===== src/rtl/slurm32_fetch_pkg.sv =====
// rtl/slurm32_fetch_pkg.sv - shared widths and types for the SLURM32 fetch queue
package slurm32_fetch_pkg;

   localparam int SLURM32_ADDR_W = 30;
   localparam int SLURM32_INSN_W = 32;

   // Only the instruction is stored; the head address is tracked separately.
   typedef struct packed {
      logic [SLURM32_INSN_W-1:0] instruction;
   } fetch_entry_t;

endpackage


===== src/rtl/slurm32_sync_fifo.sv =====
// rtl/slurm32_sync_fifo.sv - pointer-based synchronous FIFO with flush
module slurm32_sync_fifo #(
   parameter int WIDTH = 32,
   parameter int DEPTH = 4
) (
   input  logic                     CLK,
   input  logic                     RSTb,
   input  logic                     push,
   input  logic [WIDTH-1:0]         push_data,
   input  logic                     pop,
   output logic [WIDTH-1:0]         head_data,
   input  logic                     flush,
   output logic [$clog2(DEPTH):0]   count,
   output logic                     empty,
   output logic                     full
);

   localparam int PTR_W = $clog2(DEPTH);
   localparam int CNT_W = PTR_W + 1;

   logic [WIDTH-1:0] storage [DEPTH];
   logic [PTR_W-1:0] wr_ptr;
   logic [PTR_W-1:0] rd_ptr;
   logic             do_push;
   logic             do_pop;

   assign empty     = (count == '0);
   assign full      = (count == CNT_W'(DEPTH));
   assign do_pop    = pop & ~empty;
   // A push into a full FIFO is only legal when the head leaves in the same cycle.
   assign do_push   = push & (~full | do_pop);
   assign head_data = storage[rd_ptr];

   always_ff @(posedge CLK or negedge RSTb) begin
      if (!RSTb) begin
         wr_ptr <= '0;
         rd_ptr <= '0;
         count  <= '0;
         for (int i = 0; i < DEPTH; i++) begin
            storage[i] <= '0;
         end
      end else if (flush) begin
         wr_ptr <= '0;
         rd_ptr <= '0;
         count  <= '0;
      end else begin
         if (do_push) begin
            storage[wr_ptr] <= push_data;
            wr_ptr          <= wr_ptr + PTR_W'(1);
         end
         if (do_pop) begin
            rd_ptr <= rd_ptr + PTR_W'(1);
         end
         case ({do_push, do_pop})
            2'b10:   count <= count + CNT_W'(1);
            2'b01:   count <= count - CNT_W'(1);
            default: count <= count;
         endcase
      end
   end

endmodule


===== src/rtl/slurm32_fetch_queue.sv =====
// rtl/slurm32_fetch_queue.sv - pipelined SLURM32 instruction fetcher with flushable return FIFO
module slurm32_fetch_queue
   import slurm32_fetch_pkg::*;
#(
   parameter int                DEPTH           = 4,
   parameter int                MAX_OUTSTANDING = 4,
   parameter int                ADDR_W          = SLURM32_ADDR_W,
   parameter int                DATA_W          = SLURM32_INSN_W,
   parameter logic [ADDR_W-1:0] RESET_PC        = '0
) (
   input  logic              CLK,
   input  logic              RSTb,
   output logic              mem_request,
   output logic [ADDR_W-1:0] mem_address,
   input  logic              mem_ready,
   input  logic              mem_valid,
   input  logic [DATA_W-1:0] mem_data,
   output logic              instruction_valid,
   output logic [DATA_W-1:0] instruction_out,
   output logic [ADDR_W-1:0] instruction_address_out,
   input  logic              instruction_ready,
   input  logic              halt_request,
   input  logic              load_pc_request,
   input  logic [ADDR_W-1:0] load_pc_address
);

   localparam int CNT_W = $clog2(DEPTH) + 1;
   localparam int OUT_W = 4;
   localparam int SUM_W = 6;

   logic [ADDR_W-1:0] fetch_pc;
   logic [ADDR_W-1:0] head_pc;
   logic [OUT_W-1:0]  outstanding;
   logic [OUT_W-1:0]  outstanding_next;
   logic [OUT_W-1:0]  drop;
   logic [CNT_W-1:0]  fifo_count;
   logic              fifo_empty;
   logic              fifo_full;
   logic [SUM_W-1:0]  reserved;
   logic              accept;
   logic              pop;
   logic              push;
   logic              discard;

   // Every live in-flight read owns a FIFO slot, so a return can never overflow.
   assign reserved    = SUM_W'(fifo_count) + SUM_W'(outstanding) - SUM_W'(drop);
   assign mem_request = RSTb & ~halt_request & ~load_pc_request
                      & (int'(outstanding) < MAX_OUTSTANDING)
                      & (int'(reserved) < DEPTH);
   assign mem_address = fetch_pc;

   assign accept  = mem_request & mem_ready;
   assign pop     = instruction_valid & instruction_ready & ~load_pc_request;
   assign discard = (drop != '0);
   assign push    = mem_valid & ~discard & ~load_pc_request & (~fifo_full | pop);

   assign instruction_valid       = ~fifo_empty;
   assign instruction_address_out = head_pc;

   always_comb begin
      outstanding_next = outstanding;
      if (accept && !mem_valid) begin
         outstanding_next = outstanding + OUT_W'(1);
      end else if (!accept && mem_valid && outstanding != '0) begin
         outstanding_next = outstanding - OUT_W'(1);
      end
   end

   always_ff @(posedge CLK or negedge RSTb) begin
      if (!RSTb) begin
         fetch_pc    <= RESET_PC;
         head_pc     <= RESET_PC;
         outstanding <= '0;
         drop        <= '0;
      end else begin
         outstanding <= outstanding_next;
         if (load_pc_request) begin
            // Everything still in flight after this edge is stale, including a word returning now.
            fetch_pc <= load_pc_address;
            head_pc  <= load_pc_address;
            drop     <= outstanding_next;
         end else begin
            if (accept) begin
               fetch_pc <= fetch_pc + ADDR_W'(1);
            end
            if (pop) begin
               head_pc <= head_pc + ADDR_W'(1);
            end
            if (mem_valid && discard) begin
               drop <= drop - OUT_W'(1);
            end
         end
      end
   end

   slurm32_sync_fifo #(
      .WIDTH (DATA_W),
      .DEPTH (DEPTH)
   ) u_fifo (
      .CLK       (CLK),
      .RSTb      (RSTb),
      .push      (push),
      .push_data (mem_data),
      .pop       (pop),
      .head_data (instruction_out),
      .flush     (load_pc_request),
      .count     (fifo_count),
      .empty     (fifo_empty),
      .full      (fifo_full)
   );

endmodule

===== config.mk =====
export PLATFORM = sky130hd
export DESIGN_NAME = slurm32_fetch_queue
export DESIGN_NICKNAME = d
export VERILOG_FILES = /design/src/rtl/slurm32_fetch_pkg.sv /design/src/rtl/slurm32_sync_fifo.sv /design/src/rtl/slurm32_fetch_queue.sv
export SDC_FILE = /design/constraint.sdc
export NUM_CORES = 1
export LEC_CHECK = 0
export ABC_AREA = 1
export CELL_PAD_IN_SITES_DETAIL_PLACEMENT = 1
export CELL_PAD_IN_SITES_GLOBAL_PLACEMENT = 1
export CORE_UTILIZATION = 41
export DETAILED_ROUTE_END_ITERATION = 6
export GPL_ROUTABILITY_DRIVEN = 0
export PLACE_DENSITY_LB_ADDON = 0.1
export SYNTH_ARGS = -nofsm -noshare
export SYNTH_HDL_FRONTEND = slang
export SYNTH_HIERARCHICAL = 1
export SYNTH_SLANG_ARGS = --single-unit

===== constraint.sdc =====
create_clock -name CLK -period 3.6 [get_ports CLK]
set_input_delay 0.72 -clock CLK [delete_from_list [all_inputs] [get_ports CLK]]
set_output_delay 0.72 -clock CLK [all_outputs]
set_load 0.01 [all_outputs]

# After elaboration in Yosys (flattened, before gate mapping)

Cells that the tools add are included.

Register bits after elaboration: 203

Add/subtract/negate cells: 11
$lt $le $gt $ge: 5
Equal/unequal tests: 3
Muxes and demuxes: 20
Bitwise operators: 21
Reduce and logical (&&, ||, !) cells: 17

Operators with widths:

| cell                                                                         | count |
|---|---|
| 128-bit bitwise mux                                                          | 1 |
| 30-bit two-way mux                                                           | 4 |
| 32-bit two-way mux                                                           | 3 |
| 32-bit binary-select mux with 2-bit select                                   | 1 |
| 32-bit demux with 2-bit select                                               | 1 |
| 30-bit by 1-bit adder with 30-bit output, second input constant              | 2 |
| 4-bit two-way mux                                                            | 4 |
| 1-bit AND                                                                    | 12 |
| 2-bit nonzero test                                                           | 5 |
| 2-bit two-way mux                                                            | 4 |
| 4-bit nonzero test                                                           | 2 |
| 4-bit by 1-bit subtractor with 4-bit output, second input constant           | 2 |
| 3-bit greater-or-equal comparator, second input constant                     | 2 |
| 6-bit by 3-bit less-than comparator with 1-bit output, second input constant | 1 |
| 2-bit inverter with 3-bit output                                             | 2 |
| 3-bit one-hot mux with 2 select lines                                        | 1 |
| 5-bit by 4-bit subtractor with 6-bit output                                  | 1 |
| 3-bit by 4-bit adder with 5-bit output                                       | 1 |
| 1-bit logical AND                                                            | 5 |
| 1-bit inverter                                                               | 5 |
| 2-bit by 1-bit adder with 2-bit output, second input constant                | 2 |
| 4-bit by 1-bit adder with 4-bit output, second input constant                | 1 |
| 4-bit by 3-bit less-than comparator with 1-bit output, second input constant | 1 |
| 3-bit by 1-bit adder with 3-bit output, second input constant                | 1 |
| 11 further kinds                                                             | 13 |

# Depth between registers and ports, before layout

Depth in word-level cells: 12
Gate-level depth with buffers: 20
Depth with buffers taken out: 20

# Hierarchy

Netlist, hierarchy kept.

Modules (own cells, without submodules):

| module              | instances | cells an instance | area each (um^2) | sequential area each (um^2) |
|---|---|---|---|---|
| slurm32_sync_fifo   | 1         | 796               | 6448.7           | 3378.2 |
| slurm32_fetch_queue | 1         | 647               | 4837.1           | 1701.6 |

# Least setup slack after synthesis

No wires, ideal clock.

Path kind: register -> output
Start point: register outstanding[2]
End point: output mem_request
Arrival time: 1.967 ns
Path slack: 0.913 ns
Cell stages (with the launch flop): 9
Path buffers: 0
Path through: dfrtp_1 -> inv_1 -> fa_1 -> fa_1 -> nand2_1 -> nand2_1 -> nand3_1 -> nor2_2 -> and3_1

Longest elaborated chain between the ends: 4
Elaborated cells between the ends (all ways): 6
Classes of those cells: add/sub: 2; order compare: 2; bitwise: 2

RTL lines:

| item                                                  | RTL line                  | text |
|---|---|---|
| start, declared                                       | slurm32_fetch_queue.sv:33 | `logic [OUT_W-1:0] outstanding;` |
| start signal, assigned                                | slurm32_fetch_queue.sv:76 | `outstanding <= outstanding_next;` |
| 3-bit by 4-bit adder with 5-bit output                | slurm32_fetch_queue.sv:46 | `assign reserved = SUM_W'(fifo_count) + SUM_W'(outstanding) - SUM_W'(drop);` |
| 5-bit by 4-bit subtractor with 6-bit output           | slurm32_fetch_queue.sv:46 |  |
| 6-bit by 3-bit less-than comparator with 1-bit output | slurm32_fetch_queue.sv:49 | `& (int'(reserved) < DEPTH);` |
| 1-bit AND *                                           | slurm32_fetch_queue.sv:49 |  |
| end, declared                                         | slurm32_fetch_queue.sv:13 | `output logic mem_request,` |

Every way passes the cells marked *; elsewhere a longest branch is shown, timed or not.

# Worst setup path after layout

Start point: register u_fifo.rd_ptr[0]
End point: output instruction_out[0]

Longest elaborated chain between the ends: 4

RTL lines:

| item                                                   | RTL line                  | text |
|---|---|---|
| start, declared                                        | slurm32_sync_fifo.sv:23   | `logic [PTR_W-1:0] rd_ptr;` |
| start signal, assigned                                 | slurm32_sync_fifo.sv:52   | `rd_ptr <= rd_ptr + PTR_W'(1);` |
| 2-bit inverter with 3-bit output (not written as such) | slurm32_sync_fifo.sv:32   | `assign head_data = storage[rd_ptr];` |
| 32-bit binary-select mux with 2-bit select             | slurm32_sync_fifo.sv:32   |  |
| 32-bit two-way mux (not written as such) (2 in a row)  | slurm32_sync_fifo.sv:32   |  |
| end, declared                                          | slurm32_fetch_queue.sv:19 | `output logic [DATA_W-1:0] instruction_out,` |

Every way passes these cells. The select of a mux whose other input is x is not followed.

==> flow_summary.yaml <==
setup_path:
  worst_r2r_path_depth: 14
  critPathTopFamily: "buffers and inverters"
  crit_chain: "buf_4, o21ai_0, o22ai_1, clkdlybuf4s50_1"
  r2r_end: "u_fifo/storage[108]"
  reg2reg_from: "u_fifo/count[0]"
  worst-path-buf-inv: 2
  rrSetupSlack_ps: 640
  cp.required_ps: 2880
  path_class: "reg -> out"
  cp-startpoint: "u_fifo/rd_ptr[0]"
  cp_slowest_cell: "clkdlybuf4s50_1"
  crit_path_start_kind: "flop"
  cp_data_arrival_time_ps: 2750
  worst-path-max-fanout: 65
  critical_path.max_stage_delay_ps: 610
  end_kind: "output pin"
floorplanning:
  io_pins: 163
  die_width_um: 168
  fp.dieArea_um2: 28200
  core_region_area_um2: 27000
  rows: 60
  die_y_um: 168
  initial_core_util_pct: 41.9
drt:
  detail_route.wl_per_cell_um: 19.1
  drc_errors: 0
  vias_per_cell: 5.41
  wl_um: 37100
  ant_nets: 0
  first_pass_iters: 5
  drt-initial-drc-count: 633
  routed-via-count: 10500
placed_design:
  dp_cells: 1895
  io_buffers: 162
  dp_hpwl_um: 24400
logic_synthesis:
  synth-edff-count: 0
  synth_flop_cell: "dfrtp_1"
  synth_cells: 1443
  yosysWarnings: 6
  avgSynthCellArea_um2: 7.82
  synth_seq_cells: 203
  ys_seq_area_share_pct: 45.0
  syn_nets: 1530
  ys_types: 48
  async_reset_ff_share_pct: 100
  netlist_area_um2: 11300
clock_tree:
  clkSinkCount: 203
  cts-root-buf: "clkbuf_16"
  holdBufCountCts: 0
  clk_pin_slew_ps: 60
  clock_path_buffers: 3
  cts_tree: "built"
  clkLatencyLatePin_ps: 550
  cts_inserted_buffers: 25
  htree_num_levels: 1
sta:
  setup_tns_ps: 0
  period_share_pct: 96.4
  slew_headroom_pct: 32.9
  worstMarginPinSlew_ps: 1000
  skew_ps: 21.1
  setup_viol: 0
  final_max_slew_viol_count: 0
  fin_crit_ps: 3470
  rsz0062_at_grt: "no"
  hold_viol: 0
  fmax_mhz: 288
power:
  power.leakage_uw: 0.00684
  fin_total_pwr_uw: 8970
  peakVddDrop_mv: 0.470
  power_density_nw_per_um2: 637
cells_and_area:
  multi_input_area_um2: 5430
  regArea_um2: 5080
  fin_util_pct: 52.3
  fillCellCount: 3280
  syn2layout_area_growth_pct: 24.8
  stdcell_count: 1945
  diodes: 0
  nNetsFinal: 1672
  drive_gt1_share_pct: 7.86
grt:
  grt_overflow: 0
  grt_first_pass_wirelength_um: 59700
  first_global_vias: 11000
  antenna_found_initial: 0
  grt_max_degree: 136
  grt_usage_pct: 26.7
status:
  status: "completed"
job:
  drv_cap: 0
min_path:
  min_path_type: "in -> async"
==> cell usage in the layout, fill, tap and decap left out, types with 3 or more instances in the layout <==
cell | netlist | final
xor2_1 | 42 | 42
nand4_1 | 13 | 13
bufinv_16 | 0 | 4
buf_4 | 2 | 22
a21oi_1 | 8 | 8
xnor2_1 | 9 | 9
o22ai_1 | 32 | 32
dfrtp_2 | 0 | 3
clkbuf_8 | 0 | 9
clkbuf_1 | 36 | 4
clkdlybuf4s50_1 | 0 | 160
nor2_4 | 10 | 10
o21ai_0 | 104 | 104
a31oi_1 | 5 | 5
fa_1 | 4 | 3
dfrtp_1 | 203 | 200
clkbuf_16 | 0 | 25
clkinv_2 | 1 | 4
buf_12 | 0 | 3
o211ai_1 | 19 | 19
nand3_4 | 3 | 3
nor3_2 | 6 | 6
nor4_1 | 4 | 4
nor3_1 | 23 | 23
o21ai_2 | 5 | 5
inv_1 | 90 | 89
o21ai_1 | 96 | 96
nor2_2 | 5 | 5
inv_2 | 5 | 6
nand2_2 | 5 | 5
ha_1 | 14 | 14
nand2_1 | 452 | 452
nor2_1 | 111 | 111
nand3_1 | 68 | 68
o221ai_1 | 9 | 9
nand3_2 | 3 | 3
==> through the flow <==
step	hold slack [ps]	setup slack, ps	cell area [um^2]
2_1_floorplan	424	913	11300
3_3_place_gp	456	298	13100
3_5_place_dp	464	213	13100
4_1_cts	364	149	14100
5_1_grt	341	27.3	14100
6_report	277	131	14100
==> kinds of logic after synthesis <==
| logic type | count (synthesis) | share of synthesized area (%) |
|---|---|---|
| AOI/OAI and AO/OA | 285 | 14.2 |
| xor gates and xnor gates | 51 | 3.96 |
| adders and majority gates | 18 | 2.26 |
| buffers and inverters | 171 | 6.86 |
| DFF | 203 | 45.0 |
| and+or+nand+nor | 715 | 27.7 |
==> metal layers <==
| layer | global-route usage, % | share of wire, % |
|---|---|---|
| met5 | 0 | 0 |
| met4 | 7.74 | 2.3 |
| met3 | 3.55 | 4.0 |
| met2 | 47.2 | 50 |
| met1 | 34.0 | 44 |
==> worst max-delay path by stage <==
stage / cells past startpoint / end / slack [ps]
floorplan: 8 / mem_request / 910
global placement: 9 / mem_request / 300
detailed placement: 11 / u_fifo/storage[103] / 210
CTS: 4 / instruction_out[0] / 150
global route: 4 / instruction_out[0] / 30
finish: 4 / instruction_out[0] / 130
==> layout make-up <==
type	instances	area share, %
Clock buffer	37	5.33
Clock inverter	9	1.16
Tap cell	341	3.03
Multi-Input combinational cell	1069	38.6
Timing Repair Buffer	187	13.1
Inverter	99	2.67
Sequential cell	203	36.1
==> registers in the layout (all words and copies together) (netlist names) <==
name                     cells
drop                         4
u_fifo/wr_ptr                2
u_fifo/storage             128
u_fifo/rd_ptr                2
mem_address                 30
u_fifo/count                 3
outstanding                  4
instruction_address_out     30
==> power breakdown <==
part	internal (uW)	total (uW)	leakage, uW	switching (uW)
sequential	2660	3080	0.00267	414
combinational	1400	3120	0.00371	1720
clock	1740	2780	0.000453	1040
==> synthesized netlist by cell type, types with 3 or more instances <==
cell,count,area (um^2)
nor2_2,5,31.3
a21oi_1,8,40.0
buf_2,19,95.1
o211ai_1,19,143
nand2_1,452,1700
nor3_2,6,60.1
nor2_1,111,417
nand3_2,3,30.0
o22ai_1,32,200
dfrtp_1,203,5080
nor4_1,4,25.0
a31oi_1,5,31.3
o21ai_0,104,521
nor2_4,10,113
buf_6,13,146
o21ai_1,96,480
o21ai_2,5,43.8
nand3_1,68,340
nand2_2,5,31.3
xor2_1,42,368
inv_2,5,18.8
ha_1,14,175
o221ai_1,9,78.8
inv_1,90,338
nor3_1,23,115
nand3_4,3,52.6
xnor2_1,9,78.8
clkbuf_1,36,135
nand4_1,13,81.3
fa_1,4,80.1
==> timing repair <==
item                                    in CTS  in global routing
buffers inserted                             4                  0
endpoints found under the setup margin       1                  0
gates resized for setup                      4                  0
Note: power is estimated with default switching activity, not from simulation.
